### src/rtl/ctrl_edit_campos.sv
// Front-panel edit controller: button sync/debounce, field select FSM, counter enables.
// Optional AUTO_EXIT_EN macro adds an inactivity timeout that leaves EDIT.
module ctrl_edit_campos #(
    parameter int unsigned     DEB_CYCLES     = 1000000,
    parameter int unsigned     FIELD_MAX      = 6,
    parameter longint unsigned TIMEOUT_CYCLES = 64'd3000000000
) (
    input  logic       clk,
    input  logic       reset,
    input  logic       btn_prog,
    input  logic       btn_right,
    input  logic       btn_left,
    input  logic       btn_up,
    input  logic       btn_down,
    output logic [3:0] en_count,
    output logic       enUP,
    output logic       enDOWN,
    output logic       edit_mode
);

    localparam int DW = $clog2(DEB_CYCLES + 1);
    localparam logic [DW-1:0] DEB_LAST = DW'(DEB_CYCLES - 1);
    localparam logic [3:0] FMAX = 4'(FIELD_MAX);

    localparam int B_PROG  = 0;
    localparam int B_RIGHT = 1;
    localparam int B_LEFT  = 2;
    localparam int B_UP    = 3;
    localparam int B_DOWN  = 4;

    typedef enum logic {
        IDLE = 1'b0,
        EDIT = 1'b1
    } state_t;

    generate
        if (FIELD_MAX < 2 || FIELD_MAX > 15) begin : g_chk_field
            $error("FIELD_MAX out of range");
        end
        if (DEB_CYCLES < 1) begin : g_chk_deb
            $error("DEB_CYCLES must be at least 1");
        end
        if (TIMEOUT_CYCLES < 1) begin : g_chk_tmo
            $error("TIMEOUT_CYCLES must be at least 1");
        end
    endgenerate

    logic [4:0] w_raw;
    logic [4:0] r_sync1;
    logic [4:0] r_sync2;
    logic [4:0] w_db;
    logic [2:0] r_db_q;
    logic [2:0] w_rise;

    state_t     r_state;
    state_t     w_state_nx;
    logic [3:0] r_field;
    logic [3:0] w_field_nx;
    logic       r_edit;
    logic       r_up;
    logic       r_down;
    logic       w_timeout;
    logic       w_edit_nx;

    assign w_raw = {btn_down, btn_up, btn_left, btn_right, btn_prog};

    always_ff @(posedge clk or negedge reset) begin
        if (!reset) begin
            r_sync1 <= '0;
            r_sync2 <= '0;
        end else begin
            r_sync1 <= w_raw;
            r_sync2 <= r_sync1;
        end
    end

    // Level only follows the synced input after DEB_CYCLES agreeing cycles.
    for (genvar g = 0; g < 5; g++) begin : g_deb
        logic [DW-1:0] r_cnt;
        logic          r_lvl;

        always_ff @(posedge clk or negedge reset) begin
            if (!reset) begin
                r_cnt <= '0;
                r_lvl <= 1'b0;
            end else if (r_sync2[g] == r_lvl) begin
                r_cnt <= '0;
            end else if (r_cnt == DEB_LAST) begin
                r_lvl <= r_sync2[g];
                r_cnt <= '0;
            end else begin
                r_cnt <= r_cnt + 1'b1;
            end
        end

        assign w_db[g] = r_lvl;
    end

    always_ff @(posedge clk or negedge reset) begin
        if (!reset) begin
            r_db_q <= '0;
        end else begin
            r_db_q <= w_db[2:0];
        end
    end

    assign w_rise = w_db[2:0] & ~r_db_q;

`ifdef AUTO_EXIT_EN
    localparam int TW = $clog2(TIMEOUT_CYCLES + 1);
    localparam logic [TW-1:0] TMO_LAST = TW'(TIMEOUT_CYCLES - 1);

    logic [TW-1:0] r_idle_cnt;

    assign w_timeout = (r_state == EDIT) && !(|w_db)
                       && (r_idle_cnt == TMO_LAST);

    always_ff @(posedge clk or negedge reset) begin
        if (!reset) begin
            r_idle_cnt <= '0;
        end else if (r_state != EDIT || (|w_db) || w_timeout) begin
            r_idle_cnt <= '0;
        end else begin
            r_idle_cnt <= r_idle_cnt + 1'b1;
        end
    end
`else
    assign w_timeout = 1'b0;
`endif

    always_comb begin
        w_state_nx = r_state;
        w_field_nx = r_field;
        unique case (r_state)
            IDLE: begin
                if (w_rise[B_PROG]) begin
                    w_state_nx = EDIT;
                    w_field_nx = 4'd1;
                end
            end
            EDIT: begin
                if (w_rise[B_PROG] || w_timeout) begin
                    w_state_nx = IDLE;
                    w_field_nx = 4'd0;
                end else if (w_rise[B_RIGHT] && !w_rise[B_LEFT]) begin
                    w_field_nx = (r_field >= FMAX) ? 4'd1 : r_field + 4'd1;
                end else if (w_rise[B_LEFT] && !w_rise[B_RIGHT]) begin
                    w_field_nx = (r_field <= 4'd1) ? FMAX : r_field - 4'd1;
                end
            end
            default: begin
                w_state_nx = IDLE;
                w_field_nx = 4'd0;
            end
        endcase
    end

    // Enables use the next state so they drop together with edit_mode.
    assign w_edit_nx = (w_state_nx == EDIT);

    always_ff @(posedge clk or negedge reset) begin
        if (!reset) begin
            r_state <= IDLE;
            r_field <= 4'd0;
            r_edit  <= 1'b0;
            r_up    <= 1'b0;
            r_down  <= 1'b0;
        end else begin
            r_state <= w_state_nx;
            r_field <= w_field_nx;
            r_edit  <= w_edit_nx;
            r_up    <= w_edit_nx && w_db[B_UP] && !w_db[B_DOWN];
            r_down  <= w_edit_nx && w_db[B_DOWN] && !w_db[B_UP];
        end
    end

    assign en_count  = r_field;
    assign edit_mode = r_edit;
    assign enUP      = r_up;
    assign enDOWN    = r_down;

endmodule

### config.mk
export PLATFORM = sky130hd
export DESIGN_NAME = ctrl_edit_campos
export DESIGN_NICKNAME = d
export VERILOG_FILES = /design/src/rtl/ctrl_edit_campos.sv
export SDC_FILE = /design/constraint.sdc
export NUM_CORES = 1
export LEC_CHECK = 0
export ABC_CLOCK_PERIOD_IN_PS = 2600
export CORE_MARGIN = 2
export CORE_UTILIZATION = 42
export DETAILED_ROUTE_END_ITERATION = 8
export PLACE_DENSITY_LB_ADDON = 0.08
export SYNTH_ARGS = -nofsm -noshare
export SYNTH_HDL_FRONTEND = slang
export SYNTH_SLANG_ARGS = --single-unit
### constraint.sdc
create_clock -name clk -period 2.6 [get_ports clk]
set_clock_uncertainty 0.1 [all_clocks]
set_input_delay 0.65 -clock clk [delete_from_list [all_inputs] [get_ports clk]]
set_output_delay 0.65 -clock clk [all_outputs]
set_load 0.05 [all_outputs]
## Word-level counts from Yosys, hierarchy flattened

Index checks and enable logic that the tools add are counted.
W data, S select, Z words.

- Add/sub/neg operators: 7
- Multiply operators: 0
- Div/mod/pow operators: 0
- Order comparisons: 2
- Equality and inequality tests: 12
- Shifts and indexed selects: 0
- Multiplexer cells: 20
- Bitwise operators: 8
- Reduce and logical (&&, ||, !) cells: 16

Operators by type and width:

| kind | count |
|---|---|
| $mux W20 | 10 |
| $add A20 B1 Y20 const B | 5 |
| $eq A20 B20 Y1 const B | 5 |
| $mux W4 | 6 |
| $reduce_and A2 Y1 | 6 |
| $pmux W4 S2 | 1 |
| $logic_and A1 B1 Y1 | 6 |
| $not A1 Y1 | 6 |
| $eq A1 B1 Y1 | 5 |
| $add A4 B1 Y4 const B | 1 |
| $ge A4 B3 Y1 const B | 1 |
| $le A4 B1 Y1 const B | 1 |
| $logic_not A1 Y1 | 4 |
| $ne A4 B2 Y1 const B | 1 |
| $sub A4 B1 Y4 const B | 1 |
| $and A3 B3 Y3 | 1 |
| $not A3 Y3 | 1 |
| $mux W1 | 2 |
| $ne A2 B2 Y1 const B | 1 |
| $pmux W1 S2 | 1 |

- Register bits after elaboration: 125
- Latch bits: 0
- Bits in writable memories: 0
- Bits in read-only memories: 0
- Output and inout bits: 7
- Word-level logic and storage cells: 82
- Memories kept: 0

## Depth between registers and ports, before layout

Gate-level depths: netlist of run 1.

- Depth in word-level cells: 8
- Mapped depth: 6
- Depth with buffers taken out: 6

## Least setup slack after synthesis of run 1

OpenSTA, ideal clock, no wires.

- Kind: reg2reg
- Start point: register g_deb[1].r_cnt[6]
- End point: register g_deb[1].r_lvl
- Data arrival time: 1860 ps
- Required time: 2375 ps
- Slack: 515 ps
- Cell stages (with the launch flop): 5
- Path through: dfrtp_1 -> or4bb_1 -> or4_1 -> nor2_1 -> mux2_2

- Cells in the longest elaborated chain, start to end: 2

Ends and longest elaborated chain:

| element | line | source |
|---|---|---|
| from (decl) | 79 | `logic [DW-1:0] r_cnt;` |
| from (signal assigned) | 92 | `r_cnt <= r_cnt + 1'b1;` |
| $eq A20 B20 Y1 | 88 | `end else if (r_cnt == DEB_LAST) begin` |
| $reduce_and A2 Y1 (no source line) | - |  |
| to (signal assigned) | 89 | `r_lvl <= r_sync2[g];` |
| to (decl) | 80 | `logic r_lvl;` |

Every way passes these cells.
A chain may end at the register's enable or synchronous reset.

## Final worst setup path of run 1

- Start point: register r_field[2], in the netlist en_count[2]
- End point: output en_count[2]

RTL lines:

| element | line | source |
|---|---|---|
| from (decl) | 57 | `logic [3:0] r_field;` |
| from (signal assigned) | 170 | `r_field <= w_field_nx;` |
| to (decl) | 15 | `output logic [3:0] en_count,` |

No word-level cell between the ends.

==> key figures, run 1 <==
CTS
  • Total CTS buffers: 17
  • CTS Hold Bufs: 0
  • Htree depth: 4
  • CTS Root Cell: clkbuf_16
  • Clock tree buffer depth: 2
  • Clock edge transition at the registers on the reported setup and hold paths: 0.05 ns
  • CTS tree: yes
  • Clock Sinks: 125
  • Number of post-CTS setup repair buffers: 0
  • Post-CTS sizing: 0
  • Clk Latency, worst-skew pair: 0.42 ns

Detailed routing
  • WL final: 11.82 mm
  • Routed vias/inst: 5.438
  • WL per Instance: 14.34 um
  • Via count: 4481
  • Antenna Nets Post-Route: 0
  • Pre-antenna DRT Iters: 4
  • DR DRC count: 0
  • DR iter-0 viols: 207

Power and ir drop
  • Leak pwr: 2.867 nW
  • Cell Pwr Density: 625.6 nW/um^2
  • Peak supply drop: 0.4497 mV

Synth
  • Yosys top cell by area: dfrtp_1
  • Post-synth EDFFs: 0
  • Synth Register Bits: 125
  • YS warnings: 0
  • Mapped Area: 6141 um^2
  • Top-count cell post-synth: dfrtp_1
  • Asr flop ratio synth: 1.000
  • Cells after synthesis: 605
  • Synth top area cells: dfrtp_1, xor2_1, nor2_1
  • Synth top cells by count: dfrtp_1, nor2_1, nand3_1, xor2_1
  • Post-synth cell types: 61
  • Syn Nets: 624
  • Sequential area share after synthesis: 0.5094
  • Ys flop type: dfrtp_1
  • Avg Synthesized Cell Area: 10.15 um^2
  • Yosys top cell area share: 0.5094

Worst setup path
  • CP max stage delay: 0.87 ns
  • Startpoint class of the critical path: register
  • CP max stage cell: clkdlybuf4s50_1
  • Worst path top cell family by delay: buffers and inverters
  • Worst-path cell chain: clkdlybuf4s50_1
  • Worst path bufs/invs: 1
  • Reg2Reg Setup Slack: 0.43 ns
  • Critical Path AT: 1.71 ns
  • Worst EP required: 1.85 ns
  • Critical Path Fanout Max: 7
  • Crit end category: primary output
  • Crit Path Class: register to primary output

Finish
  • Multi-input gate area: 2854 um^2
  • Share of post-route cells with drive strength above 1: 0.1000
  • Antenna cell count: 0
  • Filler cells: 1333
  • Area added between synthesis and finish: 15.38%
  • FF/Latch Area: 3128 um^2
  • Final net count: 648

STA
  • Worst rel slew slack: 0.6125
  • Worst Max-Slew Pin Slew: 0.5774 ns
  • Post-layout minimum cycle time: 2.462 ns
  • Final Max Tran Viols: 0
  • Final period util: 0.9470
  • Final worst slack: 0.1378 ns
  • RSZ-0062 raised after global routing: false
  • Highest clock rate: 0.4061 GHz
  • Setup TNS: 0 ns
  • Final hold vios: 0
  • Final setup fails: 0

Global route
  • First-pass GRT wire length: 21.22 mm
  • Largest net degree at the start of global routing: 81
  • Vias in the first global route: 4475
  • Overflow after GRT: 0
  • Initial antenna violation count: 0
  • Gr usage total: 0.1666

Floorplanning
  • Initial core utilization: 0.4257
  • Die Wd: 124.9 um
  • Rows: 44
  • Core area: 14420 um^2
  • I/O Pins: 14
  • Die Area: 15610 um^2
  • Die Height: 124.9 um

Run status
  • Status: completed

Worst hold path
  • Worst hold path class: input port to async pin

Placement
  • PortBufs: 13
  • Place WS: 0.4285 ns
  • Detailed Place HPWL: 7.942 mm
  • Gpl congestion: 0.8083

Flow run
  • Max_cap viols: 0
-- layout by cell type, fill, tap and decap left out, types with 3 or more instances in the layout --
master           count
nand4_1             18
and2_1               4
a21oi_1             32
xnor2_1             30
nor4_1              12
buf_4               10
or2_2                3
nor4b_1              4
mux2_2               6
clkbuf_16           17
nand3_1             38
and4_1               6
clkbuf_8             4
o211ai_1             3
and3_1               7
ha_1                12
clkinv_2             4
or3_1               10
xor2_1              34
or4_1               19
o21ai_0             12
nand2_1             32
nor3_1              14
nor2_1              79
dfrtp_1            125
inv_1               22
nor4bb_1             4
or2_1                3
clkdlybuf4s50_1     12
o31ai_1             16
-- state kept, by name, summed over array words and instances, names as in the netlist --
signal	flops
edit_mode	1
en_count	4
enDOWN	1
r_db_q	3
r_sync2	5
r_sync1	5
g_deb.r_lvl	5
enUP	1
g_deb.r_cnt	100
-- where the power goes --
group          internal [mW]  total, mW  leakage, nW  switching, mW
registers               1.97       2.00         1.71         0.0285
logic                 0.0426      0.130        0.871         0.0876
clock network           1.49       2.30        0.285          0.807
total                   3.51       4.43         2.87          0.923
-- final timing paths --
check / start / to / depth (start not counted)
max in group asynchronous: reset / g_deb[3].r_cnt[14] / 2
worst max-delay path: en_count[2] / en_count[2] / 1
worst max register to register: g_deb[1].r_cnt[6] / g_deb[1].r_lvl / 4
worst min register to register: r_sync1[2] / r_sync2[2] / 0
min in group clk: r_sync1[2] / r_sync2[2] / 0
worst min-delay path: reset / g_deb[2].r_cnt[4] / 1
-- metrics by stage --
stage	area [um^2]	hold WS (ns)	total power, mW	std cells	util
after floorplan	6141	0.2312	2.088	605	-
after global placement	6510	0.2389	2.169	794	0.4513
after detailed placement	6510	0.2371	2.172	794	0.4513
after CTS	7086	0.02697	4.515	824	0.4912
after global routing	7086	0.03486	4.623	824	0.4912
final	7086	0.02888	4.433	824	0.4912
-- metal layers --
layer  up-vias  track usage  routed length, um
met5         -            0                  0
met4         0      0.05294                 97
met3         8      0.05455                300
met2        45       0.2655               5564
met1      2208       0.2170               5856
li1       2220            -                  -
-- layout make-up --
type                    instances  area share
flip-flops and latches        125      0.4415
multi-input cells             440      0.4028
clock buffers                  23     0.06887
well taps                     184     0.03249
repair buffers                 23     0.03037
clock inverters                 7     0.01236
inverters                      22     0.01165
-- kinds of logic after synthesis --
group,count (synthesis),share of synthesized area
AO/OA/AOI/OAI,80,0.08313
XOR/XNOR,64,0.09128
adder cells (fa/ha/maj),12,0.02445
buffers and inverters,40,0.02669
flip-flops,125,0.5094
multiplexers,8,0.01426
AND/OR/NAND/NOR,276,0.2508
Note: power is estimated with default switching activity, not from simulation.
==> inputs of run 2 (changes only) <==
Settings changed: CORE_UTILIZATION 42 to 45, PLACE_DENSITY_LB_ADDON 0.08 to unset.
==> run 2 against run 1 <==
Global-route usage rose by 1.7 points. Non-clock buffer count fell by 2. Sequential share of layout area fell by 0.062 points. Die area fell by 6.5%.
==> key figures, run 2 (synthesis gave the netlist of run 1 again) <==
Finish
  • Multi-input gate area: 2854 um^2
  • Filler cells: 1176
  • Area added between synthesis and finish: 15.55%
  • Antenna cell count: 0
  • Fin area: 7096 um^2
  • Share of post-route cells with drive strength above 1: 0.09390
  • Commonest non-fill, non-tap cells in the layout: dfrtp_1, nor2_1, nand3_1
  • Largest reg by FF count: g_deb.r_cnt
  • Final net count: 646
  • Fin util: 0.5337
  • Most common cell after layout, fill and taps aside: dfrtp_1
  • Final cell count without fillers: 815
  • Max reg flops: 100
  • FF/Latch Area: 3128 um^2

STA
  • Worst Max-Slew Pin Slew: 0.5856 ns
  • Highest clock rate: 0.4015 GHz
  • Post-layout minimum cycle time: 2.491 ns
  • Post-Route Hold Slack: 0.1265 ns
  • Final Max Tran Viols: 0
  • Worst rel slew slack: 0.6096
  • Final setup fails: 0
  • Final period util: 0.9579
  • Final hold vios: 0
  • RSZ-0062 raised after global routing: false
  • Final worst slack: 0.1094 ns
  • Setup TNS: 0 ns

Power and ir drop
  • Sw power: 0.9152 mW
  • Cell Pwr Density: 641.0 nW/um^2
  • Sw frac: 0.2012
  • Clk pwr share: 0.531
  • Sequential fraction of design power: 0.440
  • Peak supply drop: 0.6262 mV
  • Leak pwr: 2.872 nW
  • Total power: 4.548 mW
  • Combinational Power Share: 0.029
  • Cell internal pwr: 3.633 mW

CTS
  • CTS tree: yes
  • Total CTS buffers: 17
  • CTS Hold Bufs: 0
  • CTS Root Cell: clkbuf_16
  • Clk Latency, worst-skew pair: 0.41 ns
  • Clock tree buffer depth: 2
  • Htree depth: 4
  • Post-CTS sizing: 0
  • Clock Sinks: 125
  • Clock edge transition at the registers on the reported setup and hold paths: 0.05 ns
  • Number of post-CTS setup repair buffers: 0

Worst setup path
  • Worst EP required: 1.85 ns
  • Critical Path Fanout Max: 7
  • Critical Path AT: 1.74 ns
  • Crit Path Class: register to primary output
  • CP max stage cell: clkdlybuf4s50_1
  • Startpoint class of the critical path: register
  • Crit end category: primary output
  • Worst-path cell chain: clkdlybuf4s50_1
  • CP max stage delay: 0.88 ns
  • RR Startpoint: g_deb[1].r_cnt[6]
  • Worst path bufs/invs: 1
  • CP startpoint: edit_mode
  • Worst path top cell family by delay: buffers and inverters

Global route
  • Vias in the first global route: 4602
  • Initial antenna violation count: 0
  • Overflow after GRT: 0
  • Largest net degree at the start of global routing: 46
  • Gr usage total: 0.1832
  • First-pass GRT wire length: 21.38 mm

Flow run
  • Max_cap viols: 0

Detailed routing
  • Routed vias/inst: 5.481
  • DR iter-0 viols: 294
  • WL per Instance: 14.41 um
  • Via count: 4467
  • Antenna Nets Post-Route: 0
  • WL final: 11.74 mm
  • DR DRC count: 0
  • Pre-antenna DRT Iters: 5

Worst hold path
  • Worst hold path class: input port to async pin

Floorplanning
  • I/O Pins: 14
  • Rows: 42
  • Die Wd: 120.8 um
  • Die Height: 120.8 um
  • Die Area: 14600 um^2
  • Core area: 13300 um^2
  • Initial core utilization: 0.4619

Run status
  • Status: completed

Placement
  • DP Area: 6497 um^2
  • Detailed Place HPWL: 8.043 mm
  • Place WS: 0.4276 ns
  • Dpl cells: 784
  • Gpl congestion: 0.8372
  • PortBufs: 13
## run 2: cell count changes in the layout (fill, tap and decap cells not counted), sizes merged
cell | previous run | this run
bufinv | 2 | 4
clkinvlp | 1 | 0
buf | 11 | 9
## run 2: path summary, 6_finish.rpt
check	end	slack, ns	depth (start not counted)
max in group asynchronous	g_deb[4].r_cnt[10]	1.64	2
min in group clk	r_sync2[3]	0.24	0
min reg2reg	r_sync2[3]	0.24	0
min	g_deb[0].r_cnt[18]	0.13	1
max reg2reg	g_deb[1].r_lvl	0.43	4
max	edit_mode	0.11	1
## run 2: power by group through the flow
stage	Combinational, mW	Clock [mW]	Sequential (mW)
5_1_grt	0.152	2.56	2.01
3_5_place_dp	0.135	0	2.04
6_report	0.131	2.42	2.00
2_1_floorplan	0.0594	0	2.03
4_1_cts	0.136	2.47	2.00
3_3_place_gp	0.131	0	2.03
## run 2: routing by layer
metal / vias to the layer above / track usage / routed length (um)
li1: 2221 / - / -
met1: 2185 / 0.2401 / 5865
met2: 45 / 0.2885 / 5378
met3: 16 / 0.04623 / 284
met4: 0 / 0.07922 / 213
met5: - / 0 / 0
## run 2: area by class of cell
type                       instances  area share
clock buffer                      23     0.06454
clock inverter                     8     0.01975
inverter                          22     0.01164
multi-input combinational        440      0.4022
sequential                       125      0.4408
tap                              176     0.03104
timing repair buffer              21     0.02998
==> inputs of run 3 (changes only) <==
Settings changed: GPL_TIMING_DRIVEN set to 1, SLEW_MARGIN set to 20.
==> results of run 3 <==
No change in the layout: final DEF, timing and power equal those of run 2.
